<file path="src/rtl/sprite_mem_arbiter.sv">
// -----------------------------------------------------------------------------
// sprite_mem_arbiter
//
// Shares one synchronous sprite/background ROM among the pixel-colour
// requesters (0 = background, 1 = ball, 2 = basket by default). Each cycle at
// most one requester is granted. Its address is registered onto the ROM port,
// and the ROM data is handed back a fixed number of cycles later. A one-hot
// valid names the owner of the returned data.
//
// Handshake: req[i] is a valid and gnt[i] is the matching ready. A transfer
// happens in any cycle where both are high. Until it sees gnt[i], a requester
// keeps req[i] and its address slice stable. It may hold req[i] high across
// consecutive cycles to issue back-to-back reads. gnt is combinational from
// req, so a requester can respond to it within the same cycle.
//
// Configuration macro: SPRITE_ARB_FIXED_PRIO_EN
//   undefined (default) : round-robin arbitration with a rotating pointer
//   defined             : fixed priority, the lowest requesting index wins and
//                         the pointer stays at 0 (debug builds; sprites can
//                         be starved by the background)
//
// Parameters:
//   NUM_REQ  number of requesters (2..8)
//   ADDR_W   ROM address width
//   DATA_W   ROM data / colour width
//   ROM_LAT  ROM latency, mem_rd sampled -> mem_data valid (1..4)
//
// Ports:
//   Clk       in   system clock, rising edge
//   Reset_h   in   synchronous active-high reset
//   req       in   per-requester read request
//   addr      in   per-requester address, requester i at [i*ADDR_W +: ADDR_W]
//   gnt       out  one-hot grant (combinational), forced to 0 in reset
//   mem_rd    out  ROM read strobe (registered)
//   mem_addr  out  ROM address (registered, holds between reads)
//   mem_data  in   ROM read data, valid ROM_LAT cycles after mem_rd
//   rdata     out  returned data (registered, holds when no return)
//   rvalid    out  one-hot owner of rdata, single-cycle pulse (registered)
//   busy      out  high while any read is in flight or being returned
// -----------------------------------------------------------------------------
module sprite_mem_arbiter #(
    parameter int NUM_REQ = 3,
    parameter int ADDR_W  = 16,
    parameter int DATA_W  = 16,
    parameter int ROM_LAT = 2
) (
    input  logic                      Clk,
    input  logic                      Reset_h,
    input  logic [NUM_REQ-1:0]        req,
    input  logic [NUM_REQ*ADDR_W-1:0] addr,
    output logic [NUM_REQ-1:0]        gnt,
    output logic                      mem_rd,
    output logic [ADDR_W-1:0]         mem_addr,
    input  logic [DATA_W-1:0]         mem_data,
    output logic [DATA_W-1:0]         rdata,
    output logic [NUM_REQ-1:0]        rvalid,
    output logic                      busy
);

    localparam int PTR_W = $clog2(NUM_REQ);

    // -------------------------------------------------------------------------
    // State
    // -------------------------------------------------------------------------
    logic [PTR_W-1:0]   ptr_q, ptr_d;
    logic               mem_rd_q;
    logic [ADDR_W-1:0]  mem_addr_q;
    logic [DATA_W-1:0]  rdata_q;
    logic [NUM_REQ-1:0] rvalid_q;

    // Owner tags travel with each read. Stage 0 is loaded on the transfer
    // cycle, and stage ROM_LAT lines up with mem_data being valid.
    logic [NUM_REQ-1:0] tag_q [ROM_LAT+1];

    logic [NUM_REQ-1:0] gnt_d;
    logic [ADDR_W-1:0]  gnt_addr;
    logic               tag_any;

    // -------------------------------------------------------------------------
    // Grant selection
    // -------------------------------------------------------------------------
`ifdef SPRITE_ARB_FIXED_PRIO_EN
    // Fixed priority: lowest requesting index wins, pointer pinned at 0.
    logic fp_found;

    always_comb begin
        gnt_d    = '0;
        ptr_d    = '0;
        fp_found = 1'b0;
        for (int i = 0; i < NUM_REQ; i++) begin
            if (!fp_found && req[i]) begin
                gnt_d[i] = 1'b1;
                fp_found = 1'b1;
            end
        end
        if (Reset_h) begin
            gnt_d = '0;
        end
    end
`else
    // Round-robin: search ptr, ptr+1, ... modulo NUM_REQ. The sum is one bit
    // wider than the pointer so the wrap test works for non-power-of-two
    // requester counts.
    logic [PTR_W:0]   rr_sum;
    logic [PTR_W-1:0] rr_idx;
    logic             rr_found;

    always_comb begin
        gnt_d    = '0;
        ptr_d    = ptr_q;
        rr_sum   = '0;
        rr_idx   = '0;
        rr_found = 1'b0;
        for (int k = 0; k < NUM_REQ; k++) begin
            rr_sum = {1'b0, ptr_q} + (PTR_W+1)'(k);
            if (rr_sum >= (PTR_W+1)'(NUM_REQ)) begin
                rr_sum = rr_sum - (PTR_W+1)'(NUM_REQ);
            end
            rr_idx = rr_sum[PTR_W-1:0];
            if (!rr_found && req[rr_idx]) begin
                rr_found      = 1'b1;
                gnt_d[rr_idx] = 1'b1;
                // The winner drops to the lowest priority next cycle.
                if (rr_idx == PTR_W'(NUM_REQ-1)) begin
                    ptr_d = '0;
                end else begin
                    ptr_d = rr_idx + 1'b1;
                end
            end
        end
        if (Reset_h) begin
            gnt_d = '0;
        end
    end
`endif

    // Address of the granted requester. Because gnt is one-hot, an OR of the
    // masked slices acts as a mux.
    always_comb begin
        gnt_addr = '0;
        for (int i = 0; i < NUM_REQ; i++) begin
            if (gnt_d[i]) begin
                gnt_addr = gnt_addr | addr[i*ADDR_W +: ADDR_W];
            end
        end
    end

    // -------------------------------------------------------------------------
    // ROM port, tag pipeline and return path
    // -------------------------------------------------------------------------
    always_ff @(posedge Clk) begin
        if (Reset_h) begin
            ptr_q      <= '0;
            mem_rd_q   <= 1'b0;
            mem_addr_q <= '0;
            rdata_q    <= '0;
            rvalid_q   <= '0;
            // Clearing the tags discards every in-flight read, so no return
            // pulse can escape after reset.
            for (int s = 0; s <= ROM_LAT; s++) begin
                tag_q[s] <= '0;
            end
        end else begin
            ptr_q    <= ptr_d;
            mem_rd_q <= |gnt_d;
            if (|gnt_d) begin
                mem_addr_q <= gnt_addr;
            end
            tag_q[0] <= gnt_d;
            for (int s = 1; s <= ROM_LAT; s++) begin
                tag_q[s] <= tag_q[s-1];
            end
            rvalid_q <= tag_q[ROM_LAT];
            if (|tag_q[ROM_LAT]) begin
                rdata_q <= mem_data;
            end
        end
    end

    // busy covers the strobe, every tag stage and the return register. The
    // return register is included so that busy falls the cycle after the
    // final rvalid pulse rather than during it.
    always_comb begin
        tag_any = 1'b0;
        for (int s = 0; s <= ROM_LAT; s++) begin
            tag_any = tag_any | (|tag_q[s]);
        end
    end

    assign gnt      = gnt_d;
    assign mem_rd   = mem_rd_q;
    assign mem_addr = mem_addr_q;
    assign rdata    = rdata_q;
    assign rvalid   = rvalid_q;
    assign busy     = mem_rd_q | tag_any | (|rvalid_q);

endmodule

</file>
<file path="config.mk">
export PLATFORM = sky130hd
export DESIGN_NAME = sprite_mem_arbiter
export DESIGN_NICKNAME = d
export VERILOG_FILES = /design/src/rtl/sprite_mem_arbiter.sv
export SDC_FILE = /design/constraint.sdc
export NUM_CORES = 1
export LEC_CHECK = 0
export ABC_CLOCK_PERIOD_IN_PS = 5600
export CORE_ASPECT_RATIO = 1.1
export CORE_MARGIN = 5
export CORE_UTILIZATION = 44
export DETAILED_ROUTE_END_ITERATION = 7
export GPL_ROUTABILITY_DRIVEN = 0
export GPL_TIMING_DRIVEN = 0
export PLACE_DENSITY = 0.86
export SLEW_MARGIN = 20
export SYNTH_ARGS = -nofsm -noshare
export SYNTH_HDL_FRONTEND = slang
export SYNTH_SLANG_ARGS = --single-unit
</file>
<file path="constraint.sdc">
create_clock -name Clk -period 5.6 [get_ports Clk]
set_clock_uncertainty 0.2 [all_clocks]
set_input_delay 1.12 -clock Clk [delete_from_list [all_inputs] [get_ports Clk]]
set_output_delay 1.12 -clock Clk [all_outputs]
set_load 0.05 [all_outputs]
</file>
# After elaboration in Yosys (flattened, before gate mapping)
# Memories as Yosys holds them, arrays and structs flattened.
# Cells that the tools add are included.
totals:
  out_inout_bits: 40
  regBits: 38
  n_memories: 1
  input_bits: 69
  elab_cells: 86
  ram_bits: 9
mem_list:
  columns: ["name", "words", "width", "rd", "rd_ports_with_merged_regs", "write_ports", "line_no", "source"]
  rows:
  - ["tag_q", 3, 3, 3, 0, 3, "73", "logic [NUM_REQ-1:0] tag_q [ROM_LAT+1];"]
op_classes:
  bitwise: 11
  muxes: 36
  add_sub_neg: 8
  n_reduce_logical: 13
  order_cmp: 9
  eq_ne: 3
ops:
  columns: ["cell", "n"]
  rows:
  - ["16-bit 2-to-1 mux", 3]
  - ["16-bit bitwise OR", 2]
  - ["3-bit 2-to-1 mux", 7]
  - ["2-bit 2-to-1 mux", 9]
  - ["3-bit OR reduction", 5]
  - ["1-bit 2-to-1 mux", 11]
  - ["2-bit by 3-bit < comparator with 1-bit output (second input constant)", 3]
  - ["1-bit bitwise OR", 7]
  - ["2-bit by 1-bit adder with 2-bit output (second input constant)", 3]
  - ["1-bit binary-select mux with 2-bit select", 3]
  - ["1-bit demux with 2-bit select", 3]
  - ["2-bit == test (second input constant)", 3]
  - ["2-bit by 1-bit >= comparator with 1-bit output (second input constant)", 3]
  - ["3-bit by 2-bit >= comparator with 1-bit output (second input constant)", 2]
  - ["3-bit bitwise OR", 2]
  - ["2-bit subtractor (second input constant)", 3]
  - ["1-bit logical AND", 5]
  - ["2-bit by 1-bit adder with 3-bit output (second input constant)", 1]
  - ["2-bit by 2-bit adder with 3-bit output (second input constant)", 1]
  - ["3-bit nonzero test", 1]
  - ["2-bit >= comparator (second input constant)", 1]
  - ["1-bit zero test", 2]

# Longest topological paths before layout
# Gate-level depths: netlist of run 1.
logic_depth:
  ltp_word: 17
  depth_mapped: 11
  depth_no_buf: 8

# Least setup slack after synthesis of run 1
# No wires, ideal clock.
synth_timing:
  path_type: "input port to output port"
  from: "in req[2]"
  to: "out gnt[0]"
  required_ns: 4.280
  n_path_buf: 1
  path_slack_ns: 1.621
  t_arrival_ns: 2.659
  cell_stages: 5
  cell_sequence: "nor3b_1 > a32o_1 > a311oi_2 > nor3_2 > clkbuf_1"
synth_via:
  elab_chain_cells: 10
  word_cells_on_any_way: 18
  cone_classes: "12 x mux; 2 x bitwise; 4 x reduce/logical"
synth_rtl:
  columns: ["item", "line_no", "source"]
  rows:
  - ["from (decl)", "49", "input logic [NUM_REQ-1:0] req,"]
  - ["1-bit binary-select mux with 2-bit select", "120", "if (!rr_found && req[rr_idx]) begin"]
  - ["1-bit 2-to-1 mux (implied by the code)", "120", null]
  - ["1-bit 2-to-1 mux", "120", null]
  - ["1-bit zero test", "120", null]
  - ["1-bit logical AND", "120", null]
  - ["1-bit 2-to-1 mux", "120", null]
  - ["1-bit zero test", "120", null]
  - ["1-bit logical AND", "120", null]
  - ["3-bit 2-to-1 mux (*)", "120", null]
  - ["3-bit 2-to-1 mux (*)", "131", "if (Reset_h) begin"]
  - ["to (decl)", "51", "output logic [NUM_REQ-1:0] gnt,"]
# Every way passes the cells marked *; elsewhere a longest branch is shown, timed or not. The select of a mux whose other input is x is not followed.

# Worst setup path after layout of run 1
layout_timing:
  from: "in req[1]"
  to: "out gnt[2]"
# Same word-level chain as after synthesis.

==> impl_metrics.csv, run 1 <==
group,metric,value,unit
status,status,"finished, final reports clean",
setup_path,criticalPathCategory,"input port to output port",
clocking,cts_max_level,2,
sta,final-max-slew-violation-count,0,
synth,syn_area,2270,µm²
pwr,seqPwrFrac,0.249,
setup_path,critPathMaxStageDelay,0.80,ns
grt,overflow,0,
synth,synth_top_area_cell,"dfxtp_1",
placed_design,placed_cell_area,3423,µm²
synth,async_flop_share,0,
final_layout,finish.instance_area,3543,µm²
sta,worst_pin_slew,0.7871,ns
synth,yosysUniqueCellTypes,38,
detailed_routing,dr_total_vias,2353,
pwr,power.share.combinational,0.627,
grt,grtUsageTotal,0.1933,
floorplanning,die_w,78.48,µm
sta,rsz0062_at_grt,"false",
pwr,irDropWorstVdd,0.3473,mV
grt,antenna_found_initial,0,
detailed_routing,drtIter0Drc,87,
pwr,internal_power,999.0,µW
sta,hold_viol,0,
placed_design,place_hpwl,5.049,mm
sta,fmax,185.1,MHz
setup_path,startpoint,"req[1]",
floorplanning,die_h,85.33,µm
clocking,cts_tree,"yes",
pwr,switching_share,0.4814,
setup_path,critPathSlowestCell,"clkdlybuf4s50_1",
synth,synth.yosys.seq_area_share,0.4146,
sta,tns,0,ns
pwr,p_leak,1.231,nW
setup_path,cp.depth,7,
sta,fin_crit_sh,0.9649,
setup_path,r2r_cells,9,
synth,synthTopCellsByCount,"64 x nand2_1, 47 x dfxtp_1, 21 x a21oi_1",
final_layout,nets,454,
sta,final-setup-viol-count,0,
grt,grt_max_degree,14,
floorplanning,num_rows,27,
clocking,clock_path_buffers,2,
clocking,cts_sinks,47,
setup_path,cp_data_arrival_time,4.08,ns
synth,postSynthAreaPerCell,8.533,µm²
detailed_routing,first_pass_iters,4,
detailed_routing,wl_per_cell,15.09,µm
detailed_routing,routed_wl,6.623,mm
synth,ys_seq_elements,47,
synth,synthAdderAreaFrac,0.02205,
placed_design,port_buffers,108,
grt,grt_pass1_wl,10.54,mm
setup_path,crit_chain,"clkdlybuf4s50_1 -> mux2i_1 -> mux2i_1 -> nor3_2 -> clkbuf_1 -> or2_2 -> clkdlybuf4s50_1",
synth,synth.most_common_cell,"nand2_1",
final_layout,syn_to_final_growth,56.12,%
detailed_routing,drc_errors,0,
synth,synth-compound-area-share,0.2723,
floorplanning,fp.dieArea,6696,µm²
job,drv_cap,0,
setup_path,crit_path_start_kind,"input port",
final_layout,diodes,0,
clocking,cts-root-buf,"clkbuf_8",
setup_path,crit_family,"buffers and inverters",
pwr,power.switching,927.5,µW
final_layout,layout-drive-gt1-share,0.08136,
pwr,p_clk_frac,0.124,
detailed_routing,vias_per_cell,5.360,
synth,postSynthCellCount,266,
clocking,numCtsBuffers,5,
setup_path,critPathMaxFanout,10,
grt,first_global_vias,2289,
synth,synthFlopType,"dfxtp_1",
synth,syn-num-nets,339,
setup_path,endpoint_kind,"output port",
synth,synth_top_area_share,0.4146,
clocking,clk_latency,0.30,ns
synth,synth_top_family_by_area,"compound AO/OA/AOI/OAI gates",
sta,period_needed,5.403,ns
floorplanning,boundaryPins,109,
clocking,cts.reportedPaths.clkPinSlew,0.08,ns
synth,ys.warnings.count,0,
detailed_routing,antenna_left,0,
setup_path,critPathBufInv,3,
worst_hold_path,hold_path.class,"register to register",
synth,yosys.area_share.simple,0.2018,
sta,slew_headroom,0.4712,
pwr,cellPowerDensity,543.7,nW/µm²
synth,synth.area.top_cells,"dfxtp_1 41%, nand2_1 11%, a41oi_2 6.4%",
floorplanning,start_util,0.4540,
synth,synth_mux_area_frac,0.04190,
synth,synth-edff-count,0,
worst_hold_path,hold_depth,2,
floorplanning,core,5000,µm²
synth,synth_xor_area_frac,0,
worst_hold_path,min_from,"rdata[3]",
clocking,holdBufCountCts,0,
setup_path,reg2reg_from,"ptr_q[1]",
setup_path,worst_ep_required_time,4.28,ns
per-stage QoR:
step	setup WS, ns	cells	utilization	hold slack [ns]	power (mW)
6_report	0.1967	439	0.7087	0.2514	1.926
5_1_grt	0.08214	439	0.7087	0.2760	2.038
4_1_cts	0.1247	439	0.7070	0.2540	1.925
3_5_place_dp	0.01125	432	0.6847	0.2429	1.683
3_3_place_gp	0.06197	432	0.6847	0.2375	1.654
2_1_floorplan	1.621	266	-	0.2385	1.320
registers in the layout (all words and copies together), names as in the netlist:
name	flops
mem_addr	16
mem_rd	1
ptr_q	2
rdata	16
rvalid	3
tag_q	9
cell families after synthesis:
kind of cell | count (synthesis)
and+or+nand+nor | 101
adders and majority gates | 4
AOI/OAI and AO/OA | 81
DFF | 47
buffers and inverters | 24
muxes | 9
power by group through the flow:
stage | logic [mW] | clock network, mW | registers [mW]
5_1_grt | 1.29 | 0.258 | 0.492
3_5_place_dp | 1.19 | 0 | 0.489
3_3_place_gp | 1.17 | 0 | 0.484
6_report | 1.21 | 0.238 | 0.480
4_1_cts | 1.20 | 0.243 | 0.481
2_1_floorplan | 0.598 | 0 | 0.722
cell usage in the layout, fill, tap and decap left out, types with 3 or more instances in the layout:
master,count
a41oi_1,7
ha_1,4
nor3_1,5
nor2_1,6
nand2_1,64
mux2_2,4
a41oi_2,9
o21bai_1,16
mux2i_1,5
inv_1,6
clkbuf_8,5
nor3_2,3
a21oi_1,21
dfxtp_1,47
clkbuf_1,14
clkdlybuf4s50_1,107
nor2b_1,11
o21ai_0,16
worst min-delay path, stage by stage (launching register included):
cell	delay (ns)
dfxtp_1	0.31
nand2_1	0.05
a21oi_1	0.05
area by class of cell:
type | instances | area [µm²]
clock buffer | 6 | 72.57
tap | 58 | 72.57
inverter | 6 | 22.52
sequential | 47 | 940.9
buffer | 18 | 85.08
fill | 448 | 1456
multi-input combinational | 195 | 1240
timing repair buffer | 108 | 1080
clock inverter | 1 | 30.03
routing by layer:
layer	vias to the layer above	global-route usage	wire length [µm]
li1	1169	-	-
met1	1082	0.2167	2728
met2	91	0.3474	3211
met3	11	0.05414	536
met4	0	0.06995	146
met5	-	0	0
worst paths after layout:
check            endpoint  slack [ns]
max                gnt[2]        0.20
min              rdata[3]        0.25
max reg2reg  mem_addr[10]        2.36
min reg2reg      rdata[3]        0.25
timing repair:
action,4_1_cts,5_1_grt
endpoints found under the hold margin,0,0
gates cloned,0,0
resized for setup,3,1
buffers inserted,0,0
setup endpoints to repair,2,1
Note: power is estimated with default switching activity, not from simulation.
==> run 2, diff against run 1 <==
--- a/config.mk
+++ b/config.mk
@@ -9,9 +9,11 @@
 export CORE_ASPECT_RATIO = 1.1
 export CORE_MARGIN = 5
 export CORE_UTILIZATION = 44
+export CTS_CLUSTER_SIZE = 10
 export DETAILED_ROUTE_END_ITERATION = 7
 export GPL_ROUTABILITY_DRIVEN = 0
 export GPL_TIMING_DRIVEN = 0
+export MAX_ROUTING_LAYER = met4
 export PLACE_DENSITY = 0.86
 export SLEW_MARGIN = 20
 export SYNTH_ARGS = -nofsm -noshare
==> impl_metrics.csv, run 2 (synthesis results as in run 1) <==
group,metric,value,unit
clocking,cts_sinks,47,
floorplanning,start_util,0.4540,
detailed_routing,drc_errors,0,
final_layout,layout_common_cells,"107 x clkdlybuf4s50_1, 64 x nand2_1, 47 x dfxtp_1, 21 x a21oi_1",
clocking,holdBufCountCts,0,
job,drv_cap,0,
sta,slew_headroom,0.4712,
detailed_routing,drtIter0Drc,103,
grt,first_global_vias,2291,
setup_path,worst_ep_required_time,4.28,ns
clocking,cts-root-buf,"clkbuf_8",
grt,use_met1,0.2245,
grt,grt_max_degree,14,
sta,hold_viol,0,
floorplanning,num_rows,27,
floorplanning,fp.dieArea,6696,µm²
sta,fin_crit_sh,0.9644,
grt,antenna_found_initial,0,
floorplanning,die_w,78.48,µm
placed_design,dp_cells,432,
pwr,cellPowerDensity,543.1,nW/µm²
setup_path,crit_path_start_kind,"input port",
grt,grt_pass1_wl,10.54,mm
floorplanning,boundaryPins,109,
final_layout,layout-drive-gt1-share,0.08136,
grt,grtUsageTotal,0.1993,
sta,final-setup-viol-count,0,
detailed_routing,routed_wl,6.618,mm
grt,gr-usage-met2,0.3466,
setup_path,criticalPathCategory,"input port to output port",
detailed_routing,vias_per_cell,5.392,
pwr,irDropWorstVdd,0.3475,mV
detailed_routing,antenna_left,0,
sta,final-max-slew-violation-count,0,
worst_hold_path,hold_path.class,"register to register",
pwr,power.total,1.925,mW
sta,worst_slack,0.1991,ns
sta,tns,0,ns
clocking,numCtsBuffers,5,
detailed_routing,first_pass_iters,4,
setup_path,r2r_cells,9,
final_layout,instances_no_fill,439,
clocking,cts.reportedPaths.clkPinSlew,0.08,ns
grt,overflow,0,
final_layout,syn_to_final_growth,56.12,%
detailed_routing,wl_per_cell,15.08,µm
sta,rsz0062_at_grt,"false",
placed_design,placed_cell_area,3423,µm²
clocking,clk_latency,0.30,ns
worst_hold_path,hold_depth,2,
setup_path,critPathMaxFanout,10,
final_layout,nets,454,
final_layout,finish.instance_area,3543,µm²
pwr,p_leak,1.231,nW
final_layout,final_common_cell,"clkdlybuf4s50_1",
sta,fmax,185.2,MHz
status,status,"finished, final reports clean",
placed_design,post-place-ws,0.01125,ns
placed_design,place_hpwl,5.049,mm
sta,period_needed,5.401,ns
grt,grt.met3_usage,0.04352,
detailed_routing,dr_total_vias,2367,
setup_path,endpoint_kind,"output port",
clocking,cts_max_level,2,
setup_path,cp_data_arrival_time,4.08,ns
final_layout,diodes,0,
clocking,clock_path_buffers,2,
floorplanning,core,5000,µm²
sta,worst_pin_slew,0.7871,ns
placed_design,port_buffers,108,
floorplanning,die_h,85.33,µm
grt,grt-busiest-layer,"met2",
clocking,cts_tree,"yes",
-- run 2: cell counts in the layout (fill, tap and decap cells not counted) --
No cell type changed its count.
-- run 2: worst paths after layout --
path,from,to,slack [ns]
setup / recovery,req[1],gnt[1],0.20
hold / removal,rdata[3],rdata[3],0.25
setup reg to reg,ptr_q[1],mem_addr[10],2.36
hold reg to reg,rdata[3],rdata[3],0.25
-- run 2: repair_timing --
action / in CTS / in global routing
setup buffers: 0 / 0
endpoints found under the setup margin: 2 / 1
resized for setup: 3 / 1
endpoints found under the hold margin: 0 / 0
-- run 2: final cells by class --
cell class,count,area [µm²]
timing repair buffer,108,1080
buffer,18,85.08
multi-input combinational,195,1240
tap,58,72.57
sequential,47,940.9
fill,448,1456
inverter,6,22.52
clock inverter,1,30.03
clock buffer,6,72.57
-- run 2: worst max-delay path, cell delays in order --
cell and delay [ns]:
clkdlybuf4s50_1 0.63, mux2i_1 0.16, mux2_2 0.31, or3_1 0.37
o31ai_4 0.14, clkbuf_1 0.44, clkdlybuf4s50_1 0.90
-- run 2: metal layers --
layer,wire (µm),vias to the layer above
met5,0,-
met4,146,0
met3,490,11
met2,3200,99
met1,2781,1089
li1,-,1168
-- run 2: per-stage QoR --
stage	hold WS, ns	util
floorplan	0.2385	-
global placement	0.2375	0.6847
detailed placement	0.2429	0.6847
CTS	0.2540	0.7070
global route	0.2760	0.7087
finish	0.2514	0.7087
-- run 2: power breakdown --
| part | switching, mW | leakage, nW | total, mW | internal, mW |
|---|---|---|---|---|
| Combinational | 0.769 | 0.794 | 1.21 | 0.437 |
| Clock | 0.107 | 0.0513 | 0.238 | 0.131 |
| Sequential | 0.0493 | 0.386 | 0.480 | 0.431 |
| Total | 0.926 | 1.23 | 1.92 | 0.999 |
